### src/rtl/flex_cnt_pkg.sv
// Shared types and defaults for the flex up/down counter family.
// Direction and mode encodings match the raw count_up / sat_mode input bits.
package flex_cnt_pkg;

  typedef enum logic {CNT_DOWN = 1'b0, CNT_UP = 1'b1} cnt_dir_t;
  typedef enum logic {CNT_WRAP = 1'b0, CNT_SAT = 1'b1} cnt_mode_t;

  localparam int DEFAULT_CNT_BITS = 4;

endpackage

### src/rtl/flex_prescaler.sv
// Enable divider: o_tick fires on every (i_prescale_val+1)-th enabled cycle.
// Only built into flex_updown_counter when FLEX_CNT_PRESCALE_EN is defined.
module flex_prescaler #(
  parameter int PRESCALE_BITS = 4
) (
  input  logic                     clk,
  input  logic                     n_rst,
  input  logic                     i_sync_clr,
  input  logic                     i_enable,
  input  logic [PRESCALE_BITS-1:0] i_prescale_val,
  output logic                     o_tick
);

  logic [PRESCALE_BITS-1:0] r_div;
  logic                     w_terminal;

  assign w_terminal = (r_div == i_prescale_val);
  assign o_tick     = i_enable && w_terminal;

  // Holds while disabled so partial periods survive gaps in count_enable.
  always_ff @(posedge clk or negedge n_rst) begin
    if (!n_rst) begin
      r_div <= '0;
    end else if (i_sync_clr) begin
      r_div <= '0;
    end else if (i_enable) begin
      if (w_terminal) r_div <= '0;
      else            r_div <= r_div + PRESCALE_BITS'(1);
    end
  end

endmodule

### src/rtl/flex_updown_counter.sv
// Parametrised up/down counter with load, wrap/saturate mode and registered flags.
// Optional enable prescaler is built in when FLEX_CNT_PRESCALE_EN is defined.
module flex_updown_counter
  import flex_cnt_pkg::*;
#(
  parameter int NUM_CNT_BITS = DEFAULT_CNT_BITS
`ifdef FLEX_CNT_PRESCALE_EN
  ,
  parameter int PRESCALE_BITS = 4
`endif
) (
  input  logic                    clk,
  input  logic                    n_rst,
  input  logic                    clear,
  input  logic                    load,
  input  logic [NUM_CNT_BITS-1:0] load_val,
  input  logic                    count_enable,
  input  logic                    count_up,
  input  logic                    sat_mode,
  input  logic [NUM_CNT_BITS-1:0] rollover_val,
`ifdef FLEX_CNT_PRESCALE_EN
  input  logic [PRESCALE_BITS-1:0] prescale_val,
`endif
  output logic [NUM_CNT_BITS-1:0] count_out,
  output logic                    rollover_flag,
  output logic                    zero_flag
);

  localparam logic [NUM_CNT_BITS-1:0] ONE = NUM_CNT_BITS'(1);

  logic [NUM_CNT_BITS-1:0] r_cnt;
  logic                    r_roll;
  logic                    r_zero;

  logic [NUM_CNT_BITS-1:0] w_next;
  logic                    w_roll_next;
  logic                    w_zero_next;
  logic                    w_step;
  cnt_dir_t                w_dir;
  cnt_mode_t               w_mode;

  assign w_dir  = cnt_dir_t'(count_up);
  assign w_mode = cnt_mode_t'(sat_mode);

`ifdef FLEX_CNT_PRESCALE_EN
  flex_prescaler #(
    .PRESCALE_BITS (PRESCALE_BITS)
  ) u_prescaler (
    .clk            (clk),
    .n_rst          (n_rst),
    .i_sync_clr     (clear | load),
    .i_enable       (count_enable),
    .i_prescale_val (prescale_val),
    .o_tick         (w_step)
  );
`else
  assign w_step = count_enable;
`endif

  // C+1 is only formed when C < R, so it can never overflow even with R all-ones.
  always_comb begin
    w_next      = r_cnt;
    w_zero_next = r_zero;
    if (clear) begin
      w_next      = '0;
      w_zero_next = 1'b0;
    end else if (load) begin
      w_next      = load_val;
      w_zero_next = 1'b0;
    end else if (w_step) begin
      if (w_dir == CNT_UP) begin
        w_zero_next = 1'b0;
        if (rollover_val == '0)      w_next = r_cnt;
        else if (r_cnt < rollover_val) w_next = r_cnt + ONE;
        else if (w_mode == CNT_SAT)  w_next = rollover_val;
        else                         w_next = ONE;
      end else begin
        if (r_cnt != '0)             w_next = r_cnt - ONE;
        else if (w_mode == CNT_SAT)  w_next = '0;
        else                         w_next = rollover_val;
        w_zero_next = (w_next == '0);
      end
    end
    w_roll_next = (w_next == rollover_val) && (rollover_val != '0);
  end

  always_ff @(posedge clk or negedge n_rst) begin
    if (!n_rst) begin
      r_cnt  <= '0;
      r_roll <= 1'b0;
      r_zero <= 1'b0;
    end else begin
      r_cnt  <= w_next;
      r_roll <= w_roll_next;
      r_zero <= w_zero_next;
    end
  end

  assign count_out     = r_cnt;
  assign rollover_flag = r_roll;
  assign zero_flag     = r_zero;

endmodule

### config.mk
export PLATFORM = sky130hd
export DESIGN_NAME = flex_updown_counter
export DESIGN_NICKNAME = d
export VERILOG_FILES = /design/src/rtl/flex_cnt_pkg.sv /design/src/rtl/flex_prescaler.sv /design/src/rtl/flex_updown_counter.sv
export SDC_FILE = /design/constraint.sdc
export NUM_CORES = 1
export LEC_CHECK = 0
export ABC_AREA = 0
export ABC_CLOCK_PERIOD_IN_PS = 2710
export BUFFER_PORTS_ARGS = -buffer_cell sky130_fd_sc_hd__buf_4
export CORE_MARGIN = 3
export CORE_UTILIZATION = 43
export DETAILED_ROUTE_END_ITERATION = 6
export PLACE_DENSITY = 0.66
export SLEW_MARGIN = 20
export SYNTH_ARGS = -nofsm -noshare
export SYNTH_HDL_FRONTEND = slang
export SYNTH_HIERARCHICAL = 1
export SYNTH_SLANG_ARGS = --single-unit
export TNS_END_PERCENT = 10
### constraint.sdc
create_clock -name clk -period 2.71 [get_ports clk]
set_clock_uncertainty 0.15 [all_clocks]
set_input_delay 0.4065 -clock clk [delete_from_list [all_inputs] [get_ports clk]]
set_output_delay 0.4065 -clock clk [all_outputs]
set_load 0.1 [all_outputs]
# ---- Word-level counts from Yosys, hierarchy flattened
# Cells that the tools add are included.
dict set report totals {
  output_inout_bits 6
  word_cells 30
  input_bits 15
  reg_bits 6
}
dict set report op_classes {
  n_reduce_logical 6
  n_lt_le_gt_ge 1
  n_mux 17
  add_sub_neg 2
  eq_ne 1
}
# operator n
set ops {}
lappend ops {{4-bit 2-to-1 mux} 13}
lappend ops {{4-bit zero test} 2}
lappend ops {{4-bit nonzero test} 2}
lappend ops {{4-bit by 1-bit adder with 4-bit output, second input constant} 1}
lappend ops {{4-bit == test} 1}
lappend ops {{4-bit < comparator} 1}
lappend ops {{1-bit 2-to-1 mux} 4}
lappend ops {{4-bit by 1-bit subtractor with 4-bit output, second input constant} 1}
lappend ops {{3-bit nonzero test} 1}
lappend ops {{1-bit logical AND} 1}

# ---- Depth between registers and ports, before layout
# Gate-level depths: netlist of the first run.
dict set report logic_depth {
  ltp_word 12
  depth_mapped 9
  mapped_depth_nobuf 8
}

# ---- Worst setup path after synthesis of the first run
# Ideal clock, no wire load.
dict set report synth_timing {
  path_kind {reg2reg}
  from {register r_cnt[1] (netlist: count_out[1])}
  to {register r_roll (netlist: rollover_flag)}
  synth_period_minus_slack_ns 2.770
  t_required_ns 2.440
  t_arrival_ns 2.500
  setup_time_ns 0.120
  n_path_buf 1
  setup_slack_ns -0.060
  path_stages_with_launch 9
  cell_sequence {dfrtp_1 -> ha_1 -> o211ai_1 -> o21ai_2 -> and2_0 -> buf_2 -> o31ai_1 -> a21boi_1 -> and4_1}
}
dict set report synth_via {
  elab_chain_cells 12
  word_cells_on_any_way 17
  classes_between {add/sub: 2; order compare: 1; eq/ne: 1; mux: 11; reduce/logical: 2}
}
# element line_no
set synth_lines {}
lappend synth_lines {{start: declaration} flex_updown_counter.sv:31} ;# logic [NUM_CNT_BITS-1:0] r_cnt;
lappend synth_lines {{start signal: assignment} flex_updown_counter.sv:93} ;# r_cnt <= w_next;
lappend synth_lines {{4-bit by 1-bit subtractor with 4-bit output / 4-bit nonzero test (equally long branches)} flex_updown_counter.sv:78} ;# if (r_cnt != '0) w_next = r_cnt - ONE;
lappend synth_lines {{4-bit 2-to-1 mux} flex_updown_counter.sv:78}
lappend synth_lines {{4-bit 2-to-1 mux} flex_updown_counter.sv:71} ;# if (w_dir == CNT_UP) begin
lappend synth_lines {{4-bit 2-to-1 mux} flex_updown_counter.sv:70} ;# end else if (w_step) begin
lappend synth_lines {{4-bit 2-to-1 mux} flex_updown_counter.sv:67} ;# end else if (load) begin
lappend synth_lines {{4-bit 2-to-1 mux} flex_updown_counter.sv:64} ;# if (clear) begin
lappend synth_lines {{4-bit 2-to-1 mux} flex_updown_counter.sv:71}
lappend synth_lines {{4-bit 2-to-1 mux (*)} flex_updown_counter.sv:70}
lappend synth_lines {{4-bit 2-to-1 mux (*)} flex_updown_counter.sv:67}
lappend synth_lines {{4-bit 2-to-1 mux (*)} flex_updown_counter.sv:64}
lappend synth_lines {{4-bit == test (*)} flex_updown_counter.sv:84} ;# w_roll_next = (w_next == rollover_val) && (rollover_val != '0);
lappend synth_lines {{1-bit logical AND (*)} flex_updown_counter.sv:84}
lappend synth_lines {{named net w_roll_next} flex_updown_counter.sv:36} ;# logic w_roll_next;
lappend synth_lines {{end signal: assignment} flex_updown_counter.sv:94} ;# r_roll <= w_roll_next;
lappend synth_lines {{end: declaration} flex_updown_counter.sv:32} ;# logic r_roll;
# The timed path passes the listed nets; every way through them passes the cells marked *. The select of a mux whose other input is x is not followed.
# A chain may end at the register's enable or synchronous reset.

# ---- Final worst setup path of the first run
# Ends and elaborated chain as after synthesis.

==> results of run 1 <==
final cells by class:
cell class / instances / area, sq um / share of cell area (%)
inverters: 12 / 45.0 / 4.02
well taps: 27 / 33.8 / 3.02
clock buffers: 4 / 26.3 / 2.35
flip-flops and latches: 6 / 153 / 13.6
multi-input cells: 92 / 679 / 60.7
repair buffers: 24 / 183 / 16.3
synthesized netlist by cell type, types with 2 or more instances:
| master | number |
|---|---|
| o211ai_1 | 4 |
| inv_1 | 12 |
| a21o_1 | 2 |
| clkbuf_1 | 2 |
| nand2b_1 | 3 |
| nand2_1 | 8 |
| ha_1 | 5 |
| nor2b_1 | 6 |
| o21a_1 | 2 |
| o31ai_1 | 2 |
| a31oi_1 | 2 |
| a211oi_1 | 2 |
| o22ai_1 | 2 |
| mux2i_1 | 3 |
| a21oi_1 | 8 |
| nand3b_1 | 2 |
| buf_2 | 2 |
| dfrtp_1 | 6 |
| nor3_1 | 3 |
| nor2_1 | 7 |
| o21ai_0 | 2 |
| o221ai_1 | 3 |
per-stage QoR:
stage	util, %	total power, uW	hold WS (ns)
finish	56.5	454	0.318
global route	56.5	492	0.308
CTS	56.5	456	0.299
detailed placement	54.7	362	0.0659
global placement	54.7	359	0.0654
floorplan	-	291	-0.0391
layout by cell type, fill, tap and decap left out, types with 2 or more instances in the layout:
master and count:
a211oi_1 2, a21o_1 2, a21oi_1 8, a31oi_1 2
buf_4 23, clkbuf_4 3, dfrtp_1 4, dfrtp_2 2
ha_1 5, inv_1 12, mux2i_1 3, nand2_1 8
nand2b_1 3, nand3b_1 2, nor2_1 7, nor2b_1 6
nor3_1 3, o211ai_1 4, o21a_1 2, o21ai_0 2
o221ai_1 3, o22ai_1 2, o31ai_1 2
worst register-to-register path, stage by stage (launching register included):
cell and delay, ns:
dfrtp_2 0.49, inv_1 0.08, ha_1 0.26, nor3b_4 0.31, mux2i_1 0.22, o221ai_1 0.18
o21bai_1 0.19, a22oi_1 0.22, and4_1 0.21
flip-flops by register name, summed over array words and instances (netlist names):
name,cells
count_out,4
rollover_flag,1
zero_flag,1
per-layer routing:
layer	vias to the layer above	global-route usage, %	part of all wire, %
li1	479	-	-
met2	57	37.0	48
met5	-	0	0
met3	4	3.44	7.2
met1	462	29.5	44
met4	0	6.11	1.6
worst max-delay path by stage:
stage	cells past startpoint	end	startpoint
2_1_floorplan	8	rollover_flag	count_out[3]
3_3_place_gp	9	rollover_flag	rollover_val[2]
3_5_place_dp	9	rollover_flag	rollover_val[1]
4_1_cts	8	rollover_flag	count_out[1]
5_1_grt	7	rollover_flag	count_out[1]
6_report	8	rollover_flag	count_out[1]
power groups by stage:
stage | clock, uW | combinational [uW] | sequential, uW
finish | 88.9 | 259 | 106
global route | 107 | 278 | 107
CTS | 92.6 | 257 | 106
detailed placement | 0 | 255 | 107
global placement | 0 | 252 | 107
floorplan | 0 | 134 | 157
timing repair:
action	CTS	global route
hold buffers	1	0
buffers inserted	0	0
endpoints found under the hold margin	6	0
cell families (layout without fill, tap and decap cells):
group | count (synthesis) | count (layout) | share of synthesized area [%]
AND/OR/NAND/NOR | 42 | 42 | 29.8
AO/OA/AOI/OAI | 40 | 40 | 32.7
buffers and inverters | 18 | 40 | 8.93
flip-flops | 6 | 6 | 16.5
adder cells (fa/ha/maj) | 5 | 5 | 6.87
multiplexers | 3 | 3 | 3.30
XOR/XNOR | 2 | 2 | 1.92
==> impl_metrics.toml, run 1 <==
[place]
place_inst = 160
pre_cts_ws_ns = 0.253
gp_congestion = 0.952
placed_cell_area_sq_mm = 0.00108
place_hpwl_mm = 2.09
io_buffers = 20

[sta]
slew_violations = 0
worst_pin_slew_ns = 0.532
rsz0062_at_grt = "false"
slew_headroom_pct = 64.3
setup_viol = 0
setup_tns_ns = 0
finalCritPeriodShare_pct = 88.0
min_period_ns = 2.39
fin_ws_ns = 0.324
hold_violations = 0
timing.fmax_ghz = 0.419

[power_and_ir_drop]
p_int_uw = 247
share_comb_of_total_power_pct = 57.0
switching_power_uw = 206
leakage_uw = 0.000494
power_frac_clock_pct = 19.6
pwr-share-seq_pct = 23.4
switching_share_pct = 45.5
vdd_drop_max_mv = 0.203
power.density_mw_per_mm2 = 405

[logic_synthesis]
synth_flop_cell = "dfrtp_1"
netlist_top_cells_area = "dfrtp_1 16%, ha_1 6.9%, inv_1 4.9%, a21oi_1 4.4%, nor2b_1 4.1%"
syn_inst = 116
synth_top_area_share_pct = 16.5
ys_types = 50
syn-num-nets = 136
ys_async_sr_fraction_pct = 100
ys_warn_count = 6
synth_edf_count = 0
yosysTopAreaCell = "dfrtp_1"
ys_seq_area_share_pct = 16.5
ys_ff_latch = 6
synth_area_sq_um = 911
avgSynthCellArea_sq_um = 7.85

[floorplan]
start_util_pct = 46.0
io_pins = 21
die_w_microns = 52.0
coreArea_sq_mm = 0.00198
die_area_sq_mm = 0.00271
die_y_microns = 52.0
rows = 16

[setup_path]
critPathMaxStageDelay_ns = 0.49
rrSetupSlack_ns = 0.32
arrival_ns = 2.41
crit_fanout = 9
reg2reg_to = "rollover_flag"
worstSetupStartpointType = "flop"
path_delay_family = "compound AO/OA/AOI/OAI gates"
rr_worst_depth = 8
critPathKind = "reg -> reg"
cpMaxStageDelayCell = "dfrtp_2"
cp_cell_sequence = "inv_1 > ha_1 > nor3b_4 > mux2i_1 > o221ai_1 > o21bai_1 > a22oi_1 > and4_1"
cp.required_ns = 2.74
r2r-start = "count_out[1]"
cp-end-kind = "flop"
path_buf_inv = 1

[clocking]
max-clock-path-buffers = 2
cts_resized = 0
cts_made_buffers = 3
clk_pin_slew_ns = 0.05
h-tree-depth = 1
clkLatencyLatePin_ns = 0.25
cts_tree = "built"
cts-root-buf = "clkbuf_4"
cts_sinks = 6

[min_path]
worstHoldEndpoint = "count_out[1]"
holdPathStages = 2
hold_path_class = "in -> reg"
min_from = "clear"

[grt]
overflow = 0
grt_max_degree = 12
grt_antenna_before_repair = 0
grtUsageTotal_pct = 22.3
grt_pass1_wl_mm = 4.49
grt_pass1_vias = 940

[finish]
nFillCells = 203
stdcell_area_sq_mm = 0.00112
layout.cells.non_filler = 165
syn_to_final_growth_pct = 22.9
drive_above_1_share_pct = 26.8
fin_nets = 159
diodes = 0

[drt]
viasPerCell = 6.07
initialDrtViolationCount = 27
finalWirelength_mm = 2.68
dr.pass1.iters = 4
vias = 1002
drcViolationCount = 0
avgRoutedWirePerCell_microns = 16.3
drt.antenna.violating_nets = 0

[run]
drv_cap = 0

[status]
outcome = "finished, final reports clean"
Note: power is estimated with default switching activity, not from simulation.
==> run 2: changes to the inputs <==
--- a/config.mk
+++ b/config.mk
@@ -11,7 +11,7 @@
 export CORE_MARGIN = 3
 export CORE_UTILIZATION = 43
 export DETAILED_ROUTE_END_ITERATION = 6
-export PLACE_DENSITY = 0.66
+export PLACE_DENSITY_LB_ADDON = 0.15
 export SLEW_MARGIN = 20
 export SYNTH_ARGS = -nofsm -noshare
 export SYNTH_HDL_FRONTEND = slang
==> impl_metrics.toml, run 2 (synthesis results as in run 1) <==
[finish]
fin_nets = 159
mostFrequentLayoutCell = "buf_4"
stdcell_area_sq_mm = 0.00112
layout.cells.non_filler = 165
drive_above_1_share_pct = 26.8
largest_reg_flops = 4
utilization_pct = 56.5
mostFrequentLayoutCells = "23 x buf_4, 12 x inv_1, 8 x a21oi_1, 8 x nand2_1, 7 x nor2_1"
syn_to_final_growth_pct = 22.9
diodes = 0

[power_and_ir_drop]
leakage_uw = 0.000494
vdd_drop_max_mv = 0.185
power.density_mw_per_mm2 = 410

[drt]
vias = 982
finalWirelength_mm = 2.62
dr.pass1.iters = 4
initialDrtViolationCount = 41
drcViolationCount = 0
drt.antenna.violating_nets = 0
avgRoutedWirePerCell_microns = 15.9
viasPerCell = 5.95

[clocking]
cts_sinks = 6
clk_pin_slew_ns = 0.06
cts-root-buf = "clkbuf_4"
cts_made_buffers = 3
clkLatencyLatePin_ns = 0.26
cts_resized = 0
max-clock-path-buffers = 2
cts_tree = "built"
h-tree-depth = 1

[setup_path]
reg2reg_to = "rollover_flag"
crit_fanout = 9
r2r-start = "count_out[1]"
crit_path_end = "rollover_flag"
rrSetupSlack_ns = 0.30
arrival_ns = 2.44
crit_start = "count_out[1]"
critPathMaxStageDelay_ns = 0.48
cp_cell_sequence = "inv_1 > ha_1 > nor3b_4 > mux2i_1 > o221ai_1 > o21bai_1 > a22oi_1 > and4_1"
critPathKind = "reg -> reg"
cp-end-kind = "flop"
cpMaxStageDelayCell = "dfrtp_2"
rr_worst_depth = 8
worstSetupStartpointType = "flop"
cp.required_ns = 2.75

[grt]
grt_pass1_wl_mm = 4.55
overflow = 0
grt_pass1_vias = 950
grt_antenna_before_repair = 0
grtUsageTotal_pct = 23.0
grt_max_degree = 12

[floorplan]
io_pins = 21
die_w_microns = 52.0
coreArea_sq_mm = 0.00198
rows = 16
die_area_sq_mm = 0.00271
die_y_microns = 52.0
start_util_pct = 46.0

[sta]
rsz0062_at_grt = "false"
setup_viol = 0
slew_headroom_pct = 63.7
hold_violations = 0
setup_tns_ns = 0
timing.fmax_ghz = 0.416
finalCritPeriodShare_pct = 88.8
worst_pin_slew_ns = 0.530
slew_violations = 0
min_period_ns = 2.41

[status]
outcome = "finished, final reports clean"

[place]
place_hpwl_mm = 2.06
place_inst = 160
placed_cell_area_sq_mm = 0.00108
io_buffers = 20
gp_congestion = 0.845

[min_path]
hold_path_class = "in -> reg"

[run]
drv_cap = 0
==> run 2: power by group <==
part | internal (uW) | leakage, uW | switching, uW
clock network | 56.3 | 0.0000150 | 40.5
logic | 94.3 | 0.000402 | 163
registers | 97.3 | 0.0000771 | 7.22
==> run 2: how the worst min path moves through the flow <==
stage	startpoint	slack (ns)	to	cells past startpoint
after floorplan	n_rst	-0.04	count_out[0]	0
after global placement	n_rst	0.07	zero_flag	1
after detailed placement	n_rst	0.07	zero_flag	1
after CTS	clear	0.25	count_out[1]	2
after global routing	clear	0.25	count_out[1]	2
final	clear	0.25	count_out[1]	2
==> run 2: timing repair <==
| item | in CTS | in global routing |
|---|---|---|
| hold buffers | 1 | 0 |
| endpoints found under the hold margin | 6 | 0 |
| setup buffers | 0 | 0 |
==> run 2: routing by layer <==
layer	track usage (%)	vias up	wire length, microns
met2	37.0	54	1150
met1	28.4	447	1170
met5	0	-	0
met3	4.30	7	246
li1	-	474	-
met4	12.7	0	53
==> run 2: area by class of cell <==
cell class,count,area [sq um]
fillers,190,862
clock buffers,4,26.3
flip-flops and latches,6,153
repair buffers,24,183
well taps,27,33.8
inverters,12,45.0
multi-input cells,92,679
==> run 2: per-stage QoR <==
step / hold slack (ns) / power, uW / worst slack (ns)
floorplan: -0.0391 / 291 / 0.0698
global placement: 0.0661 / 360 / 0.293
detailed placement: 0.0663 / 361 / 0.272
CTS: 0.252 / 459 / 0.352
global route: 0.252 / 495 / 0.187
finish: 0.251 / 459 / 0.305
==> run 2: worst max-delay path: cells and delay by family, from the launching register on <==
family                   cells  cell delay (ns)
AND/OR/NAND/NOR              2             0.52
buffers and inverters        1             0.08
flip-flops                   1             0.48
AO/OA/AOI/OAI                3             0.62
adder cells (fa/ha/maj)      1             0.26
multiplexers                 1             0.23
